--- config.mk ---
export PLATFORM = sky130hd
export DESIGN_NAME = vga_timing_gen_flat
export DESIGN_NICKNAME = d
export VERILOG_FILES = /design/src/rtl/vga_timing_gen_if.sv /design/src/rtl/vga_timing_gen.sv /design/src/flat_wrapper.sv
export SDC_FILE = /design/constraint.sdc
export NUM_CORES = 1
export LEC_CHECK = 0
export CELL_PAD_IN_SITES_DETAIL_PLACEMENT = 0
export CELL_PAD_IN_SITES_GLOBAL_PLACEMENT = 2
export CORE_MARGIN = 5
export CORE_UTILIZATION = 30
export CTS_CLUSTER_DIAMETER = 80
export DETAILED_ROUTE_END_ITERATION = 6
export GPL_ROUTABILITY_DRIVEN = 0
export PLACE_DENSITY = 0.75
export SYNTH_ARGS = -nofsm -noshare
export SYNTH_HDL_FRONTEND = slang
export SYNTH_SLANG_ARGS = --single-unit
--- constraint.sdc ---
create_clock -name char_clock -period 3.3 [get_ports char_clock]
set_clock_uncertainty 0.1 [all_clocks]
set_input_delay 0.66 -clock char_clock [delete_from_list [all_inputs] [get_ports char_clock]]
set_output_delay 0.66 -clock char_clock [all_outputs]
set_load 0.02 [all_outputs]
--- src/rtl/vga_timing_gen_if.sv ---
// Raster timing bundle from vga_timing_gen to the pixel/SRAM stage and the monitor pins.
// The generator drives through the master modport; consumers attach through slave.
interface vga_timing_gen_if;
  logic [11:0] char_count;
  logic [11:0] line_count;
  logic        blank;
  logic        hsync;
  logic        vsync;
  logic        line_start;
  logic        frame_start;
  logic        vblank;

  modport master (
    output char_count,
    output line_count,
    output blank,
    output hsync,
    output vsync,
    output line_start,
    output frame_start,
    output vblank
  );

  modport slave (
    input char_count,
    input line_count,
    input blank,
    input hsync,
    input vsync,
    input line_start,
    input frame_start,
    input vblank
  );
endinterface

--- src/rtl/vga_timing_gen.sv ---
// Raster timing generator: char/line counters, blank/vblank, sync pins and line/frame strobes.
// Define SYNC_DELAY_EN to delay hsync/vsync by SYNC_DELAY cycles to match the pixel pipeline.
module vga_timing_gen #(
  parameter int unsigned H_ACTIVE   = 1024,
  parameter int unsigned H_FP       = 24,
  parameter int unsigned H_SYNC     = 136,
  parameter int unsigned H_BP       = 160,
  parameter int unsigned V_ACTIVE   = 768,
  parameter int unsigned V_FP       = 3,
  parameter int unsigned V_SYNC     = 6,
  parameter int unsigned V_BP       = 29,
  parameter bit          H_SYNC_POL = 1'b0,
  parameter bit          V_SYNC_POL = 1'b0,
  parameter int unsigned SYNC_DELAY = 2
) (
  input  logic             char_clock,
  input  logic             reset,
  vga_timing_gen_if.master vid
);

  localparam int unsigned H_TOTAL = H_ACTIVE + H_FP + H_SYNC + H_BP;
  localparam int unsigned V_TOTAL = V_ACTIVE + V_FP + V_SYNC + V_BP;

  // Inclusive upper bounds keep every compare inside 12 bits even when a total is 4096.
  localparam logic [11:0] HTotLast = 12'(H_TOTAL - 1);
  localparam logic [11:0] VTotLast = 12'(V_TOTAL - 1);
  localparam logic [11:0] HActLast = 12'(H_ACTIVE - 1);
  localparam logic [11:0] VActLast = 12'(V_ACTIVE - 1);
  localparam logic [11:0] HsFirst  = 12'(H_ACTIVE + H_FP);
  localparam logic [11:0] HsLast   = 12'(H_ACTIVE + H_FP + H_SYNC - 1);
  localparam logic [11:0] VsFirst  = 12'(V_ACTIVE + V_FP);
  localparam logic [11:0] VsLast   = 12'(V_ACTIVE + V_FP + V_SYNC - 1);

  if (H_TOTAL > 4096) begin : g_chk_h_total
    $error("vga_timing_gen: H_TOTAL exceeds 4096");
  end
  if (V_TOTAL > 4096) begin : g_chk_v_total
    $error("vga_timing_gen: V_TOTAL exceeds 4096");
  end
  if (SYNC_DELAY < 1) begin : g_chk_sync_delay
    $error("vga_timing_gen: SYNC_DELAY must be at least 1");
  end

  logic [11:0] char_q, char_d;
  logic [11:0] line_q, line_d;
  logic        blank_q, blank_d;
  logic        hsync_q, hsync_d;
  logic        vsync_q, vsync_d;
  logic        line_start_q, line_start_d;
  logic        frame_start_q, frame_start_d;
  logic        vblank_q, vblank_d;

  // Outputs are decoded from the next-state counts so they line up with the registered counts.
  always_comb begin
    char_d = char_q + 12'd1;
    line_d = line_q;
    if (char_q == HTotLast) begin
      char_d = '0;
      if (line_q == VTotLast) begin
        line_d = '0;
      end else begin
        line_d = line_q + 12'd1;
      end
    end

    blank_d       = (char_d <= HActLast) && (line_d <= VActLast);
    vblank_d      = (line_d > VActLast);
    hsync_d       = ((char_d >= HsFirst) && (char_d <= HsLast)) ? H_SYNC_POL : ~H_SYNC_POL;
    vsync_d       = ((line_d >= VsFirst) && (line_d <= VsLast)) ? V_SYNC_POL : ~V_SYNC_POL;
    line_start_d  = (char_d == 12'd0);
    frame_start_d = (char_d == 12'd0) && (line_d == 12'd0);
  end

  always_ff @(posedge char_clock) begin
    if (reset) begin
      char_q        <= '0;
      line_q        <= '0;
      blank_q       <= 1'b0;
      hsync_q       <= ~H_SYNC_POL;
      vsync_q       <= ~V_SYNC_POL;
      line_start_q  <= 1'b0;
      frame_start_q <= 1'b0;
      vblank_q      <= 1'b0;
    end else begin
      char_q        <= char_d;
      line_q        <= line_d;
      blank_q       <= blank_d;
      hsync_q       <= hsync_d;
      vsync_q       <= vsync_d;
      line_start_q  <= line_start_d;
      frame_start_q <= frame_start_d;
      vblank_q      <= vblank_d;
    end
  end

`ifdef SYNC_DELAY_EN
  logic [SYNC_DELAY-1:0] hs_pipe_q;
  logic [SYNC_DELAY-1:0] vs_pipe_q;

  always_ff @(posedge char_clock) begin
    if (reset) begin
      hs_pipe_q <= {SYNC_DELAY{~H_SYNC_POL}};
      vs_pipe_q <= {SYNC_DELAY{~V_SYNC_POL}};
    end else begin
      hs_pipe_q[0] <= hsync_q;
      vs_pipe_q[0] <= vsync_q;
      for (int i = 1; i < int'(SYNC_DELAY); i++) begin
        hs_pipe_q[i] <= hs_pipe_q[i-1];
        vs_pipe_q[i] <= vs_pipe_q[i-1];
      end
    end
  end

  assign vid.hsync = hs_pipe_q[SYNC_DELAY-1];
  assign vid.vsync = vs_pipe_q[SYNC_DELAY-1];
`else
  assign vid.hsync = hsync_q;
  assign vid.vsync = vsync_q;
`endif

  assign vid.char_count  = char_q;
  assign vid.line_count  = line_q;
  assign vid.blank       = blank_q;
  assign vid.line_start  = line_start_q;
  assign vid.frame_start = frame_start_q;
  assign vid.vblank      = vblank_q;

endmodule

--- src/flat_wrapper.sv ---
// flat-port wrapper written by rule: the top's interface ports become plain ports
module vga_timing_gen_flat 
#(
  parameter int unsigned H_ACTIVE   = 1024,
  parameter int unsigned H_FP       = 24,
  parameter int unsigned H_SYNC     = 136,
  parameter int unsigned H_BP       = 160,
  parameter int unsigned V_ACTIVE   = 768,
  parameter int unsigned V_FP       = 3,
  parameter int unsigned V_SYNC     = 6,
  parameter int unsigned V_BP       = 29,
  parameter bit          H_SYNC_POL = 1'b0,
  parameter bit          V_SYNC_POL = 1'b0,
  parameter int unsigned SYNC_DELAY = 2
)
  (char_clock, reset, vid_char_count, vid_line_count, vid_blank, vid_hsync, vid_vsync, vid_line_start, vid_frame_start, vid_vblank);
  vga_timing_gen_if vid_i ();
  input  logic char_clock;
  input  logic reset;
  output wire logic [$bits(vid_i.char_count)-1:0] vid_char_count;
  output wire logic [$bits(vid_i.line_count)-1:0] vid_line_count;
  output wire logic [$bits(vid_i.blank)-1:0] vid_blank;
  output wire logic [$bits(vid_i.hsync)-1:0] vid_hsync;
  output wire logic [$bits(vid_i.vsync)-1:0] vid_vsync;
  output wire logic [$bits(vid_i.line_start)-1:0] vid_line_start;
  output wire logic [$bits(vid_i.frame_start)-1:0] vid_frame_start;
  output wire logic [$bits(vid_i.vblank)-1:0] vid_vblank;
  assign vid_char_count = vid_i.char_count;
  assign vid_line_count = vid_i.line_count;
  assign vid_blank = vid_i.blank;
  assign vid_hsync = vid_i.hsync;
  assign vid_vsync = vid_i.vsync;
  assign vid_line_start = vid_i.line_start;
  assign vid_frame_start = vid_i.frame_start;
  assign vid_vblank = vid_i.vblank;
  vga_timing_gen #(.H_ACTIVE(H_ACTIVE), .H_FP(H_FP), .H_SYNC(H_SYNC), .H_BP(H_BP), .V_ACTIVE(V_ACTIVE), .V_FP(V_FP), .V_SYNC(V_SYNC), .V_BP(V_BP), .H_SYNC_POL(H_SYNC_POL), .V_SYNC_POL(V_SYNC_POL), .SYNC_DELAY(SYNC_DELAY)) u_core (.char_clock(char_clock), .reset(reset), .vid(vid_i));
endmodule
[After elaboration in Yosys (flattened, before gate mapping)]
Index checks and enable logic that the tools add are counted.
Word-level totals
  bits in registers: 30
  latch bits: 0
  bits in writable memories: 0
  memory bits (read-only): 0
  input port bits: 2
  output and inout port bits: 30
  word-level logic and storage cells: 30
  memories: 0
Operators by class
  add/sub/neg operators: 2
  multiply operators: 0
  divide/modulo/power cells: 0
  magnitude comparators: 7
  equality and inequality tests: 2
  shift-type cells: 0
  mux-type cells: 5
  bitwise operators: 0
  reductions and logical operators: 6
Operators with widths (number)
  $le A12 B10 Y1 const B: 3
  $mux W12: 3
  $add A12 B1 Y12 const B: 2
  $logic_not A12 Y1: 2
  $eq A12 B10 Y1 const B: 1
  $eq A12 B11 Y1 const B: 1
  $ge A12 B10 Y1 const B: 1
  $ge A12 B11 Y1 const B: 1
  $gt A12 B10 Y1 const B: 1
  $le A12 B11 Y1 const B: 1
  $logic_and A1 B1 Y1: 4
  $mux W1: 2

[Logic depth before layout (Yosys ltp)]
  depth after elaboration: 6
  depth in mapped cells: 10
  depth with buffers taken out: 8

[Worst setup path after synthesis]
No wires, ideal clock.
  kind: reg-to-reg
  start point: register u_core.char_q[3], in the netlist u_core.vid.char_count[3]
  end point: register u_core.vsync_q, in the netlist u_core.vid.vsync
  library setup time: 134 ps
  arrival: 2528 ps
  required time: 3066 ps
  setup slack: 538 ps
  stages on the path, launching flop included: 10
  path buffers: 3
  clock period less this slack: 2762 ps
  cell sequence: dfxtp_1 > buf_2 > and4_1 > clkbuf_1 > nand2_1 > clkbuf_1 > nor4_1 > mux2i_1 > nand4_1 > or4_1
On the way
  longest elaborated chain between the ends: 5
  elaborated cells between the ends (all ways): 6
  classes of those cells: order compare: 2; eq/ne: 1; mux: 2; reduce/logical: 1
RTL lines
  start, declared: line vga_timing_gen.sv:44  | logic [11:0] char_q, char_d;
  start signal, assigned: line vga_timing_gen.sv:85  | char_q <= char_d;
  $eq A12 B11 Y1 (*): line vga_timing_gen.sv:57  | if (char_q == HTotLast) begin
  $mux W12 (*): line vga_timing_gen.sv:57
  $ge A12 B10 Y1 / $le A12 B10 Y1 (equally long branches): line vga_timing_gen.sv:69  | vsync_d = ((line_d >= VsFirst) && (line_d <= VsLast)) ? V_SYNC_POL : ~V_SYNC_POL;
  $logic_and A1 B1 Y1 (*): line vga_timing_gen.sv:69
  $mux W1 (*): line vga_timing_gen.sv:69
  end signal, assigned: line vga_timing_gen.sv:80  | vsync_q <= ~V_SYNC_POL;
  end signal, assigned: line vga_timing_gen.sv:89  | vsync_q <= vsync_d;
  end, declared: line vga_timing_gen.sv:48  | logic vsync_q, vsync_d;
Mark *: on every way between the ends. The rest lies on a longest branch, timed or not.
A chain may end at the register's enable or synchronous reset.

[Final worst setup path]
  start point: register u_core.char_q[0], in the netlist u_core.vid.char_count[0]
  end point: register u_core.vsync_q, in the netlist u_core.vid.vsync
The elaborated chain is that of the path after synthesis.

==> impl_metrics.py <==
metrics = {
    "synthesis": {
        "muxShareOfSynthArea_pct": 1.66,
        "syn_area_per_cell_um2": 7.95,
        "synth_top_flop_cell": "dfxtp_1",
        "netlist.top_cell.by_area": "dfxtp_1",
        "synth-xor-area-share_pct": 7.28,
        "synth_top_family_by_area": "simple AND/OR/NAND/NOR gates",
        "synth-simple-area-share_pct": 31.6,
        "yosysSeqAreaShare_pct": 33.3,
        "yosysWarnings": 0,
        "syn-instance-count": 227,
        "synthAdderAreaFrac_pct": 2.77,
        "syn-cell-area_mm2": 0.00180,
        "synth_top_cells_by_area": "dfxtp_1 33%, nor2_1 6.0%, xnor2_1 3.9%, xor2_1 3.4%, nor3_1 3.3%",
        "synth_compound_area_share_pct": 15.7,
        "synth-seq-cells": 30,
        "synth-async-reset-ratio_pct": 0,
        "synth_edf_count": 0,
        "postSynthNetCount": 233,
        "yosysTopAreaCellShare_pct": 33.3,
        "synth_cell_types": 46,
    },
    "critical_path": {
        "worstPathArrival_ns": 2.97,
        "crit_fanout": 12,
        "startpoint": "u_core.vid.char_count[0]",
        "path_cells": "ha_1 -> nand2_1 -> nor4_1 -> mux2i_1 -> nand4_1 -> or4_1",
        "crit_cells": 6,
        "end_kind": "flip-flop",
        "setup.worst_path.start_class": "flip-flop",
        "r2r_start": "u_core.vid.char_count[0]",
        "reg2reg_to": "u_core.vid.vsync",
        "crit_family": "simple AND/OR/NAND/NOR gates",
        "cp.buffers_inverters": 0,
        "cp.required_ns": 3.36,
        "reg2reg_setup_slack_ns": 0.39,
        "cpPeakStageDelay_ns": 0.54,
        "path_class": "flip-flop to flip-flop",
        "rr_worst_depth": 6,
        "cp_slowest_cell": "or4_1",
        "crit_end": "u_core.vid.vsync",
    },
    "sta": {
        "hold_violations": 0,
        "setup_viol": 0,
        "setup-tns-final_ns": 0,
        "layout_min_cycle_time_ns": 2.91,
        "rsz0062_at_grt": "false",
        "slew_violations": 0,
        "fin_crit_sh_pct": 88.3,
        "fmax_mhz": 343,
        "relSlewSlack_pct": 70.4,
        "worstMarginPinSlew_ns": 0.440,
    },
    "die": {
        "top_level_ports": 32,
        "coreArea_mm2": 0.00589,
        "dieHeight_um": 87.6,
        "die_w_um": 87.6,
        "initial_core_util_pct": 30.7,
        "rows": 28,
        "die_area_mm2": 0.00767,
    },
    "placement": {
        "place_area_mm2": 0.00215,
        "portBuffers": 31,
        "hpwlAfterDp_mm": 3.67,
    },
    "clocking": {
        "post_cts_buffers": 0,
        "clkLatencyLatePin_ns": 0.29,
        "cts-root-buf": "clkbuf_8",
        "clk_pin_slew_worst_paths_ns": 0.07,
        "numCtsBuffers": 5,
        "cts_sinks": 30,
        "cts_hold_buf": 0,
        "clock_path_buffers": 2,
        "cts_tree": "done",
        "cts_resized": 0,
        "h-tree-depth": 2,
    },
    "cells_and_area": {
        "multi_input_area_mm2": 0.00107,
        "layout_commonest_cell": "clkdlybuf4s50_1",
        "antenna-diode-count": 0,
        "post-route-cell-area_mm2": 0.00224,
        "seq_area_um2": 601,
        "drive_gt1_share_pct": 8.37,
        "fillerInstances": 618,
        "final_nets": 256,
        "layout_common_cells": "31 x clkdlybuf4s50_1, 30 x dfxtp_1, 29 x nor2_1",
        "area_growth_pct": 24.0,
    },
    "power": {
        "combPwrFrac_pct": 4.5,
        "pwr_density_cell_mw_per_mm2": 321,
        "swShare_pct": 23.8,
        "finalPower_mw": 0.718,
        "p_clk_share_pct": 43.9,
        "p_int_mw": 0.548,
        "ir_drop_mv": 0.135,
        "p_seq_share_pct": 51.7,
        "p_sw_mw": 0.171,
        "power_leakage_nw": 0.764,
    },
    "status": {
        "status": "finished, final reports clean",
    },
    "grt": {
        "grt_pass1_wl_mm": 8.34,
        "antenna_found_initial": 0,
        "grt_pass1_vias": 1627,
        "grt_max_degree": 17,
        "grt_usage_pct": 14.0,
        "grt-ovfl-total": 0,
    },
    "job": {
        "max_cap_viol_count": 0,
    },
    "route": {
        "drt_iter0_drc": 102,
        "ant_nets": 0,
        "routed_wl_mm": 5.04,
        "dr.pass1.iters": 4,
        "drt_drc_violations_left": 0,
        "num_vias": 1739,
        "wire_per_inst_um": 15.5,
        "vias_per_cell": 5.33,
    },
    "worst_hold_path": {
        "worst_hold_path_type": "flip-flop to flip-flop",
    },
}
worst register-to-register path: cells and delay by family (launching register included):
| family | cells | cell delay, ns |
|---|---|---|
| fa+ha+maj | 1 | 0.42 |
| flops | 1 | 0.43 |
| mux | 1 | 0.33 |
| simple gates | 4 | 1.50 |
power by group through the flow:
stage | sequential [mW] | combinational [mW] | clock [mW]
2_1_floorplan | 0.382 | 0.0158 | 0
3_3_place_gp | 0.379 | 0.0328 | 0
5_1_grt | 0.372 | 0.0348 | 0.342
6_report | 0.371 | 0.0321 | 0.315
3_5_place_dp | 0.380 | 0.0321 | 0
4_1_cts | 0.371 | 0.0323 | 0.325
flip-flops by register name (all words and copies together), names as in the netlist:
register and cells:
u_core.vid.frame_start 1, u_core.vid.blank 1, u_core.vid.line_start 1, u_core.vid.vsync 1
u_core.vid.line_count 12, u_core.vid.vblank 1, u_core.vid.hsync 1, u_core.vid.char_count 12
how the worst min path moves through the flow:
stage,from,cells past startpoint,end
6_report,u_core.vid.char_count[0],1,u_core.vid.char_count[0]
5_1_grt,u_core.vid.char_count[0],1,u_core.vid.char_count[0]
4_1_cts,u_core.vid.char_count[0],1,u_core.vid.char_count[0]
3_5_place_dp,u_core.vid.char_count[0],1,u_core.vid.char_count[0]
3_3_place_gp,u_core.vid.char_count[0],1,u_core.vid.char_count[0]
2_1_floorplan,u_core.vid.line_count[2],2,u_core.vid.line_count[2]
cells by family (layout without fill, tap and decap cells):
| logic type | Yosys count | count (layout) |
|---|---|---|
| and+or+nand+nor | 105 | 105 |
| AOI/OAI and AO/OA | 42 | 42 |
| DFF | 30 | 30 |
| buffers and inverters | 28 | 52 |
| xor gates and xnor gates | 15 | 15 |
| adders and majority gates | 4 | 4 |
| muxes | 3 | 3 |
layout make-up:
type                       instances  share of cell area [%]
timing repair buffer              38                    16.2
clock inverter                     1                   0.224
clock buffer                       7                    3.86
sequential                        30                    26.8
tap                               75                    4.19
multi-input combinational        169                    47.7
inverter                           6                    1.01
through the flow:
| step | worst slack, ns | instances | util, % | hold slack [ns] |
|---|---|---|---|---|
| after floorplan | 0.538 | 227 | - | 0.519 |
| after global placement | 0.540 | 318 | 36.5 | 0.429 |
| after detailed placement | 0.416 | 318 | 36.5 | 0.451 |
| after CTS | 0.371 | 326 | 38.0 | 0.474 |
| after global routing | 0.122 | 326 | 38.0 | 0.503 |
| final | 0.386 | 326 | 38.0 | 0.463 |
synthesized netlist by cell type (2+ instances only):
library cell  count
a31o_2            3
nor3b_1           2
buf_6             3
and2_1            6
nand3b_1          3
nor4_1            5
clkbuf_1         12
nand2_1          13
xnor2_1           8
a311oi_1          3
xor2_1            7
dfxtp_1          30
ha_1              4
and4_1            5
o22ai_1           2
nor3_1           12
a22oi_1           2
o211ai_1          4
nor2_1           29
or4_1             2
a31oi_1           4
nand4_1           9
buf_2             5
or3_1             2
nand3_1          10
a21oi_1           7
o21ai_0           9
inv_1             6
mux2i_1           3
metal layers:
layer / wire (µm) / GRT usage (%) / vias to the layer above
met5: 0 / 0 / -
met4: 86 / 6.14 / 0
met3: 209 / 2.45 / 6
met2: 2220 / 20.3 / 39
met1: 2530 / 20.0 / 830
li1: - / - / 864
(Power assumes the default switching activity.)
